===== src/rtl/instruction_loader.sv =====
// Debug-side loader that assembles UART bytes MSB-first into 32-bit words and
// writes them to consecutive instruction-memory addresses starting at 0.
module instruction_loader #(
    parameter int          MEM_DEPTH = 32,
    parameter logic [31:0] END_WORD  = 32'hFFFF_FFFF,
    parameter int          TIMEOUT   = 1024
) (
    input  logic        clk,
    input  logic        rst,
    input  logic        start,
    input  logic [7:0]  rx_data,
    input  logic        rx_done,
    output logic        wr_instruction,
    output logic [31:0] data_instruction,
    output logic [31:0] addr_instruction,
    output logic        loading,
    output logic        load_done,
    output logic [31:0] word_count,
    output logic        error
);

    localparam int IDLE_W = (TIMEOUT > 1) ? $clog2(TIMEOUT) : 1;
    localparam logic [IDLE_W-1:0] IDLE_LAST = IDLE_W'(TIMEOUT - 1);
    localparam logic [31:0]       ADDR_LAST = 32'(MEM_DEPTH - 1);

    typedef enum logic [1:0] {IDLE, RECV, WRITE, DONE} state_t;

    state_t              state_q, state_d;
    logic [31:0]         shift_q, shift_d;
    logic [1:0]          byte_cnt_q, byte_cnt_d;
    logic [IDLE_W-1:0]   idle_cnt_q, idle_cnt_d;
    logic [31:0]         data_q, data_d;
    logic [31:0]         addr_q, addr_d;
    logic [31:0]         word_count_q, word_count_d;
    logic                error_q, error_d;

    always_comb begin
        // NOTE: every variable gets a default here so no path can infer a latch.
        state_d      = state_q;
        shift_d      = shift_q;
        byte_cnt_d   = byte_cnt_q;
        idle_cnt_d   = idle_cnt_q;
        data_d       = data_q;
        addr_d       = addr_q;
        word_count_d = word_count_q;
        error_d      = error_q;

        case (state_q)
            IDLE, DONE: begin
                // A byte arriving with start is dropped: the fresh load begins empty.
                if (start) begin
                    state_d      = RECV;
                    shift_d      = '0;
                    byte_cnt_d   = '0;
                    idle_cnt_d   = '0;
                    addr_d       = '0;
                    word_count_d = '0;
                    error_d      = 1'b0;
                end
            end
            RECV: begin
                if (rx_done) begin
                    shift_d    = {shift_q[23:0], rx_data};
                    byte_cnt_d = byte_cnt_q + 2'd1;
                    idle_cnt_d = '0;
                    if (byte_cnt_q == 2'd3) begin
                        data_d  = {shift_q[23:0], rx_data};
                        state_d = WRITE;
                    end
                end else if (byte_cnt_q != 2'd0) begin
                    if (idle_cnt_q == IDLE_LAST) begin
                        byte_cnt_d = '0;
                        idle_cnt_d = '0;
                        error_d    = 1'b1;
                    end else begin
                        idle_cnt_d = idle_cnt_q + 1'b1;
                    end
                end
            end
            WRITE: begin
                word_count_d = word_count_q + 32'd1;
                idle_cnt_d   = '0;
                // The first byte of the next word may already arrive here.
                if (rx_done) begin
                    shift_d    = {shift_q[23:0], rx_data};
                    byte_cnt_d = byte_cnt_q + 2'd1;
                end
                if (data_q == END_WORD || addr_q == ADDR_LAST) begin
                    state_d    = DONE;
                    byte_cnt_d = '0;
                end else begin
                    addr_d  = addr_q + 32'd1;
                    state_d = RECV;
                end
            end
            default: state_d = IDLE;
        endcase
    end

    // NOTE: sequential state uses non-blocking assignments so every flop samples pre-edge values.
    always_ff @(posedge clk or posedge rst) begin
        if (rst) begin
            state_q      <= IDLE;
            shift_q      <= '0;
            byte_cnt_q   <= '0;
            idle_cnt_q   <= '0;
            data_q       <= '0;
            addr_q       <= '0;
            word_count_q <= '0;
            error_q      <= 1'b0;
        end else begin
            state_q      <= state_d;
            shift_q      <= shift_d;
            byte_cnt_q   <= byte_cnt_d;
            idle_cnt_q   <= idle_cnt_d;
            data_q       <= data_d;
            addr_q       <= addr_d;
            word_count_q <= word_count_d;
            error_q      <= error_d;
        end
    end

    assign wr_instruction   = (state_q == WRITE);
    assign loading          = (state_q == RECV) || (state_q == WRITE);
    assign load_done        = (state_q == DONE);
    assign data_instruction = data_q;
    assign addr_instruction = addr_q;
    assign word_count       = word_count_q;
    assign error            = error_q;

endmodule


===== config.mk =====
export PLATFORM = sky130hd
export DESIGN_NAME = instruction_loader
export DESIGN_NICKNAME = d
export VERILOG_FILES = /design/src/rtl/instruction_loader.sv
export SDC_FILE = /design/constraint.sdc
export NUM_CORES = 1
export LEC_CHECK = 0
export ABC_AREA = 1
export BUFFER_PORTS_ARGS = -buffer_cell sky130_fd_sc_hd__buf_4
export CAP_MARGIN = 20
export CORE_ASPECT_RATIO = 0.8
export CORE_MARGIN = 10
export CORE_UTILIZATION = 45
export CTS_BUF_LIST = sky130_fd_sc_hd__clkbuf_4 sky130_fd_sc_hd__clkbuf_8
export DETAILED_ROUTE_END_ITERATION = 16
export PLACE_DENSITY = 0.72
export RECOVER_POWER = 50
export SYNTH_ARGS = -nofsm -noshare
export SYNTH_HDL_FRONTEND = slang
export SYNTH_SLANG_ARGS = --single-unit
export TNS_END_PERCENT = 100

===== constraint.sdc =====
create_clock -name clk -period 5.6 [get_ports clk]
set_input_delay 1.12 -clock clk [delete_from_list [all_inputs] [get_ports clk]]
set_output_delay 1.12 -clock clk [all_outputs]
set_load 0.01 [all_outputs]

# Word-level counts from Yosys, hierarchy flattened
# Cells that the tools add are included.
[totals]
regBits = 135
input_bits = 12
output_inout_bits = 100
wordCells = 74
[op_classes]
add_sub_neg = 4
n_eq_ne = 18
mux = 28
n_reduce_logical = 16
[ops]
columns = ["op", "count"]
rows = [
  ["32-bit one-hot mux with 2 select lines", 2],
  ["32-bit by 1-bit adder with 32-bit output (second input constant)", 2],
  ["32-bit 2-to-1 mux", 2],
  ["24-bit one-hot mux with 2 select lines", 1],
  ["10-bit 2-to-1 mux", 4],
  ["32-bit equality test (second input constant)", 1],
  ["32-bit by 5-bit equality test with 1-bit output (second input constant)", 1],
  ["10-bit one-hot mux with 3 select lines", 1],
  ["24-bit 2-to-1 mux", 1],
  ["2-bit 2-to-1 mux", 10],
  ["2-bit inequality test (second input constant)", 7],
  ["2-bit one-hot mux with 3 select lines", 2],
  ["10-bit by 1-bit adder with 10-bit output (second input constant)", 1],
  ["10-bit equality test (second input constant)", 1],
  ["3-bit AND reduction", 3],
  ["2-bit equality test (second input constant)", 3],
  ["3-bit inequality test (second input constant)", 2],
  ["2-bit AND reduction", 3],
  ["2-bit nonzero test", 3],
  ["5-bit AND reduction", 1],
  ["1-bit 2-to-1 mux", 4],
  ["4-bit AND reduction", 1],
  ["2-bit OR reduction", 2],
  ["3-bit by 2-bit inequality test with 1-bit output (second input constant)", 1],
  ["6 further kinds", 7],
]

# Depth between registers and ports, before layout
# Gate-level depths: netlist of the first run.
[logic_depth]
ltp_word = 5
mapped_depth = 13
depth_no_buf = 12

# Least setup slack after synthesis of the first run
# OpenSTA, ideal clock, no wires.
[synth_timing]
path_kind = "input to register"
from = "input rx_done"
to = "register idle_cnt_q[7]"
setup_ns = 0.086
arrival_time_ns = 2.053
t_required_ns = 5.514
slack_ns = 3.461
path_stages = 8
path_buffers = 1
cell_sequence = "buf_2 nand3b_1 nand2_2 nor2_1 nand2_1 nor2_1 a21oi_1 nor3_1"
[synth_via]
elab_chain_cells = 2
word_cells_on_any_way = 4
cone_classes = "eq/ne (1); mux (2); reduce/logical (1)"
[synth_lines]
columns = ["element", "line_no", "rtl"]
rows = [
  ["start: declaration", "12", "input logic rx_done,"],
  ["10-bit 2-to-1 mux or 3-bit inequality test (tied branches)", "-", ""],
  ["10-bit one-hot mux with 3 select lines or 2-bit AND reduction (tied branches)", "-", ""],
  ["end signal: assignment", "115", "idle_cnt_q <= idle_cnt_d;"],
  ["end: declaration", "31", "logic [IDLE_W-1:0] idle_cnt_q, idle_cnt_d;"],
]
# Several ways; a longest one is shown, not always the timed one.
# A chain may end at the register's enable or synchronous reset.

==> impl_results.md, run 1 <==
* Status: complete, but fails checks
* Failing checks: capacitance limit, slew limit
* Core Footprint at 16000 um^2
* Number of synthesized register bits at roughly 140
* HP Class: reg2reg
* Top layer reached by signal wires: met4
* WL final at 19700 um
* CTS Buf Count at 17
* Resize count post-CTS at 0
* Final worst-path cycle share at between 60% and 70%
* Fill cells at roughly 1.6k
* Metal2 WL at about 8700 um
* Yosys warns at 0
* DR pass1 iterations at 5
* Part of the power in registers at about two fifths
* Maximum fanout along the worst path at 90
* FP Rows at approximately 40
* Die area at around 22000 um^2
* Initial DRC count at 619
* Grt ovf at 0
* Post CTS Setup Buffer Count at 0
* Initial antenna violation count at 0
* Fmax achieved at ~280 MHz
* Gate Count Post-Synth at 1019
* H-tree depth at 4
* Initial cell density of the core at 46.6%
* Switching share of power at 38.8%
* CTS root buf: clkbuf_8
* Worst-Skew Late Latency at around 470 ps
* Final setup viols at 0
* Relative slew slack at -59.7%
* WL/cell at roughly 15 um
* IO Count at 112
* Place WS at just under 3000 ps
* Synth area leaders: dfrtp_1 (45%), nand2_1 (17%), nor2_1 (7.7%)
* Predominant post-synthesis flop cell: dfrtp_1
* Asr flop ratio synth at between 90% and 100%
* # DRC at 0
* Part of the power in combinational logic at 27.6%
* Area growth syn-to-layout at 17.8%
* Register area share after synthesis at 45.5%
* Port Buffers at about 110
* Post-synth EDFFs at 0
* Post-synthesis cell area at ~7400 um^2
* ANT cells at 0
* Post-synth top area cell: dfrtp_1
* Worst slew pin tran at 2400 ps
* CTS Sinks at 135
* Net Sw Power at 1.03 mW
* Most frequent cell after synthesis: nand2_1
* Crit end category: async pin
* Routed wl met3 at about 1300 um
* Largest net degree at the start of global routing at a little over 90
* GRT Total Usage at around 18%
* Via density at about 5
* Die Wd at ~160 um
* P_int at ~1.6 mW
* Required @ worst endpoint at 5680 ps
* Synth Net Count at approximately 1.0k
* Clock transition at the registers of the reported paths at around 80 ps
* First-pass GRT wire length at 32600 um
* Clk pwr share at a little under a third
* Fin. Hold Viols at 0
* Final cell count without fillers at 1355
* Vias in the first global route at ~6.4k
* Top cells by count, synth: nand2_1 (327), nor2_1 (152), dfrtp_1 (135)
* Fraction of layout cells with a size suffix above 1 at 14.6%
* Die height at about 130 um
* Static Leak at roughly 4.1 nW
* Routability Congestion at about 0.95
* CTS tree: done
* Synth top area share at around 45%
* Wire length on met1 at 9430 um
* Fin nets at 1148
* MaxCap Viol Count at 2
* WS Path Type: in2async
* Placed Instances at approximately 1.3k
* Clock buffer depth at 2
* Setup crit start kind: primary input
* CP Data Arrival Time at between 3000 and 4000 ps
* Final min period at ~3600 ps
* Clk_skew at 15.0 ps
* DP HPWL at about 15000 um
* Pwr/cell area at about 300 nW/um^2
* Vias at between 6k and 7k
* Cell variety after synth at 39
* CTS hold repair buffers at 0
* Post-Route Setup TNS at 0 ps
* Pins Over Slew Limit at roughly 110
* Avg Cell Area, Syn at 7.29 um^2
* Fin worst setup slack at between 2000 and 2500 ps
* Final ANT Viol Nets at 0
* RSZ-0062 raised after global routing: no
* Worst VDD drop at between 150 and 200 uV
per-layer routing:
metal | up-vias | global-route usage [%]
met1 | 3164 | 25.6
met5 | - | 0
li1 | 3427 | -
met4 | 0 | 4.56
met3 | 22 | 4.92
met2 | 205 | 26.6
cell type report:
type | count | area, um^2 | share of cell area (%)
flip-flops and latches | 135 | 3380 | 38.6
repair buffers | 115 | 852 | 9.74
inverters | 126 | 480 | 5.49
multi-input cells | 732 | 3390 | 38.7
clock buffers | 18 | 241 | 2.76
well taps | 215 | 269 | 3.07
clock inverters | 14 | 141 | 1.62
metrics by stage:
stage | total power [mW] | hold WS [ps] | instance area (um^2) | util, %
floorplan | 1.77 | 475 | 7430 | -
CTS | 2.69 | 517 | 8780 | 55.0
global placement | 1.88 | 493 | 8400 | 52.6
global route | 2.83 | 533 | 8750 | 54.8
detailed placement | 1.89 | 496 | 8400 | 52.6
finish | 2.65 | 511 | 8750 | 54.8
power groups by stage:
stage | registers (mW) | logic (mW) | clock network [mW]
3_3_place_gp | 1.13 | 0.750 | 0
4_1_cts | 1.11 | 0.761 | 0.819
2_1_floorplan | 1.13 | 0.644 | 0
3_5_place_dp | 1.13 | 0.760 | 0
6_report | 1.11 | 0.733 | 0.804
5_1_grt | 1.13 | 0.838 | 0.866
kinds of logic (layout without fill, tap and decap cells):
logic type               count (synthesis)  in the layout  synth area share, %
AND/OR/NAND/NOR                        584            584                 32.7
buffers and inverters                  152            273                 8.63
flip-flops                             135            135                 45.5
AO/OA/AOI/OAI                          115            115                 8.79
XOR/XNOR                                24             24                 2.83
adder cells (fa/ha/maj)                  9              9                 1.52
placed cells by master (no fill, tap or decap), drive strengths merged:
master    n
xor2     21
nor3     24
a21o      1
o21bai    3
or2       1
nand3b    4
nand2   337
o31ai     3
o21ai    64
a21oi    17
clkbuf   21
buf     112
a31oi     2
nor3b     2
nand3    40
o211a     1
dfrtp   135
bufinv    1
nor2    159
inv     133
nor4      2
clkinv    6
ha        9
nand4    15
xnor2     3
o22ai    24
worst max-delay path: stages:
cell	delay, ps
clkbuf_1	110
inv_6	570
clkbuf_1	1780
sequential cells by signal (all words and copies together), names as in the netlist:
| name | count |
|---|---|
| addr_instruction | 32 |
| data_instruction | 32 |
| word_count | 32 |
| shift_q | 24 |
| idle_cnt_q | 10 |
| byte_cnt_q | 2 |
| state_q | 2 |
| error | 1 |
path summary, 6_finish.rpt:
kind	start	to	slack, ps	cells past startpoint
min in group asynchronous	rst	data_instruction[2]	810	2
max in group clk	state_q[0]	addr_instruction[23]	2040	8
setup / recovery	rst	data_instruction[31]	2040	3
hold / removal	data_instruction[6]	data_instruction[6]	510	2
hold reg to reg	data_instruction[6]	data_instruction[6]	510	2
setup reg to reg	state_q[0]	addr_instruction[23]	2040	8
Power figures use the tool's default switching activity.
==> inputs of run 2 (changes only) <==
PLACE_DENSITY = 0.75   (was 0.72)
clock period = 3 ns   (was 5.6 ns; I/O delays follow)
==> run 2 against run 1 <==
Design area decreased by 1.4%. The run still ends with capacitance limit, slew limit left. Combinational power increased by 94%. Clock skew about the same. Die area unchanged. Clock power increased by 88%. Non-clock buffer count increased by 1. Flip-flop and latch count unchanged.
==> impl_results.md, run 2 (synthesis results as in run 1) <==
* CTS hold repair buffers at 0 (unchanged)
* Placed Instances at 1323 (+0.076%)
* Post CTS Setup Buffer Count at 0 (unchanged)
* Reg-to-reg setup timing slack at 680 ps (-1360 ps)
* Metal2 WL at 8690 um (-0.26%)
* Fraction of layout cells with a size suffix above 1 at 11.1% (-3.5 points)
* Fmax achieved at roughly 420 MHz
* RSZ-0062 raised after global routing: no
* Slowest cell on crit path: ha_1
* Final ANT Viol Nets at 0 (unchanged)
* Fin worst setup slack at 633 ps (-1400 ps)
* MaxCap Viol Count at 1 (-1)
* Place WS at 708 ps (-2200 ps)
* Fin nets at 1149 (+0.087%)
* Post-Route Setup TNS at 0 ps (unchanged)
* Initial cell density of the core at 46.6% (unchanged)
* Commonest non-fill, non-tap cell in the layout: nand2_1
* Critical Path Most Common Cell: inv_1
* Status: complete, but fails checks
* P_int at 3.04 mW (+87%)
* Clock transition at the registers of the reported paths at 90 ps (about the same)
* FP Rows at 41 (unchanged)
* Total power at 5.01 mW (+89%)
* CTS Sinks at 135 (unchanged)
* Capture point of the worst reg-to-reg path: addr_instruction[17]
* H-tree depth at 4 (unchanged)
* CTS root buf: clkbuf_8
* Top layer reached by signal wires: met4
* Worst slew pin tran at 1790 ps (-606 ps)
* Commonest non-fill, non-tap cells in the layout: nand2_1 (327), nor2_1 (152), dfrtp_1 (135), inv_1 (121), buf_4 (64)
* Fin. Hold Viols at 0 (unchanged)
* GRT Total Usage at 17.9% (-0.21 points)
* Resize count post-CTS at 0 (unchanged)
* Final min period at about 2400 ps
* Area growth syn-to-layout at 16.1%
* Setup crit start kind: register
* Core Footprint at 16000 um^2 (unchanged)
* WHS Endpoint: data_instruction[3]
* Pwr/cell area at 581 nW/um^2 (+92%)
* CP max stage delay at 490 ps (-1290 ps)
* Clock buffer depth at 2 (unchanged)
* CTS tree: done
* Static Leak at 3.94 nW (-4.5%)
* Clk pwr share at 30.2% (about the same)
* Part of the power in combinational logic at 28.3% (+0.7 points)
* Worst-Skew Late Latency at 460 ps (about the same)
* DP HPWL at 14500 um (-0.16%)
* Die height at 135 um (unchanged)
* Vias at 6777 (-0.60%)
* Crit end category: output pin
* Failing checks: capacitance limit, slew limit
* Via density at 5.00 (-0.67%)
* Grt ovf at 0 (unchanged)
* Initial DRC count at 524 (-15%)
* Maximum fanout along the worst path at 8 (-91%)
* Reg2Reg Depth at 8 (unchanged)
* Routability Congestion at 0.965 (+1.6%)
* First-pass GRT wire length at 32200 um (-1.4%)
* CTS Buf Count at 17 (unchanged)
* Die Wd at 164 um (unchanged)
* WL/cell at 14.6 um (+0.26%)
* Initial antenna violation count at 0 (unchanged)
* IO Count at 112 (unchanged)
* Port Buffers at 111 (unchanged)
* CP Data Arrival Time at 1770 ps (-1870 ps)
* # DRC at 0 (unchanged)
* HP Class: in2reg
* ANT cells at 0 (unchanged)
* Final setup viols at 0 (unchanged)
* Min-Delay Startpoint: rx_data[3]
* DR pass1 iterations at 7 (+2)
* Worst setup path startpoint: state_q[0]
* WS Path Type: reg2out
* Die area at 22100 um^2 (unchanged)
* CP bufs+invs at 3 (unchanged)
* Delay-heaviest family, CP: adder cells
* Final cell count without fillers at 1356 (+0.074%)
* Vias in the first global route at 6331 (-1.1%)
* Net Sw Power at 1.97 mW (+91%)
* Wire length on met1 at 9580 um (+1.6%)
* Critical-path cell list: inv_1, ha_1, inv_1, buf_4
* WHS Path Cells at 3 (+1)
* Pins Over Slew Limit at 136 (+26%)
* Required @ worst endpoint at 2400 ps (-3280 ps)
* Clk_skew at 15.4 ps (+0.394 ps)
* Worst VDD drop at 505 uV (+180%)
* Relative slew slack at -19.3% (+40 points)
* Switching share of power at 39.3% (+0.50 points)
* Routed wl met3 at 1320 um (+0.92%)
* WL final at 19800 um (+0.34%)
* Worst R2R Start: state_q[0]
* Part of the power in registers at 41.6% (-0.4 points)
* Final worst-path cycle share at about four fifths
* Largest net degree at the start of global routing at 136 (+49%)
-- run 2: cell types whose count changed in the layout (fill, tap and decap cells not counted), moves of 2 or more --
cell,delta
nand2_1,-2
clkbuf_1,+46
clkbuf_4,+2
clkinv_4,-2
buf_4,-48
-- run 2: power groups by stage --
stage | Clock (mW) | Combinational [mW] | Sequential [mW]
after floorplan | 0 | 1.20 | 2.10
after global placement | 0 | 1.41 | 2.11
after detailed placement | 0 | 1.44 | 2.12
after CTS | 1.53 | 1.45 | 2.08
after global routing | 1.62 | 1.59 | 2.10
final | 1.51 | 1.42 | 2.08
-- run 2: per-stage QoR --
| stage | instance area (um^2) | hold slack, ps | util (%) |
|---|---|---|---|
| 6_report | 8630 | 416 | 54.1 |
| 4_1_cts | 8800 | 375 | 55.1 |
| 3_3_place_gp | 8420 | 492 | 52.7 |
| 3_5_place_dp | 8420 | 503 | 52.7 |
| 2_1_floorplan | 7430 | 475 | - |
| 5_1_grt | 8630 | 410 | 54.1 |
-- run 2: worst max-delay path by stage --
stage | depth (start not counted) | slack (ps) | end
floorplan | 1 | 720 | addr_instruction[0]
global placement | 8 | 800 | addr_instruction[27]
detailed placement | 8 | 710 | addr_instruction[24]
CTS | 4 | 610 | loading
global route | 9 | 500 | addr_instruction[17]
finish | 4 | 630 | loading
-- run 2: worst reg2reg max path: stages, from the launching register on --
cell     delay, ps
dfrtp_1        420
inv_1           60
ha_1           440
o21ai_4        380
inv_2          270
nand2_8        310
inv_4          160
nand2_1        110
nand2_1         50
-- run 2: final cells by class --
type,count,area (um^2)
multi-input combinational,732,3410
clock inverter,14,140
sequential,135,3380
tap,215,269
fill,1599,7330
inverter,126,477
clock buffer,18,241
timing repair buffer,116,707
-- run 2: metal layers --
layer  vias up  global-route usage, %
li1       3421                      -
met1      3149                   25.2
met2       196                   26.7
met3        11                   4.68
met4         0                   4.41
met5         -                      0
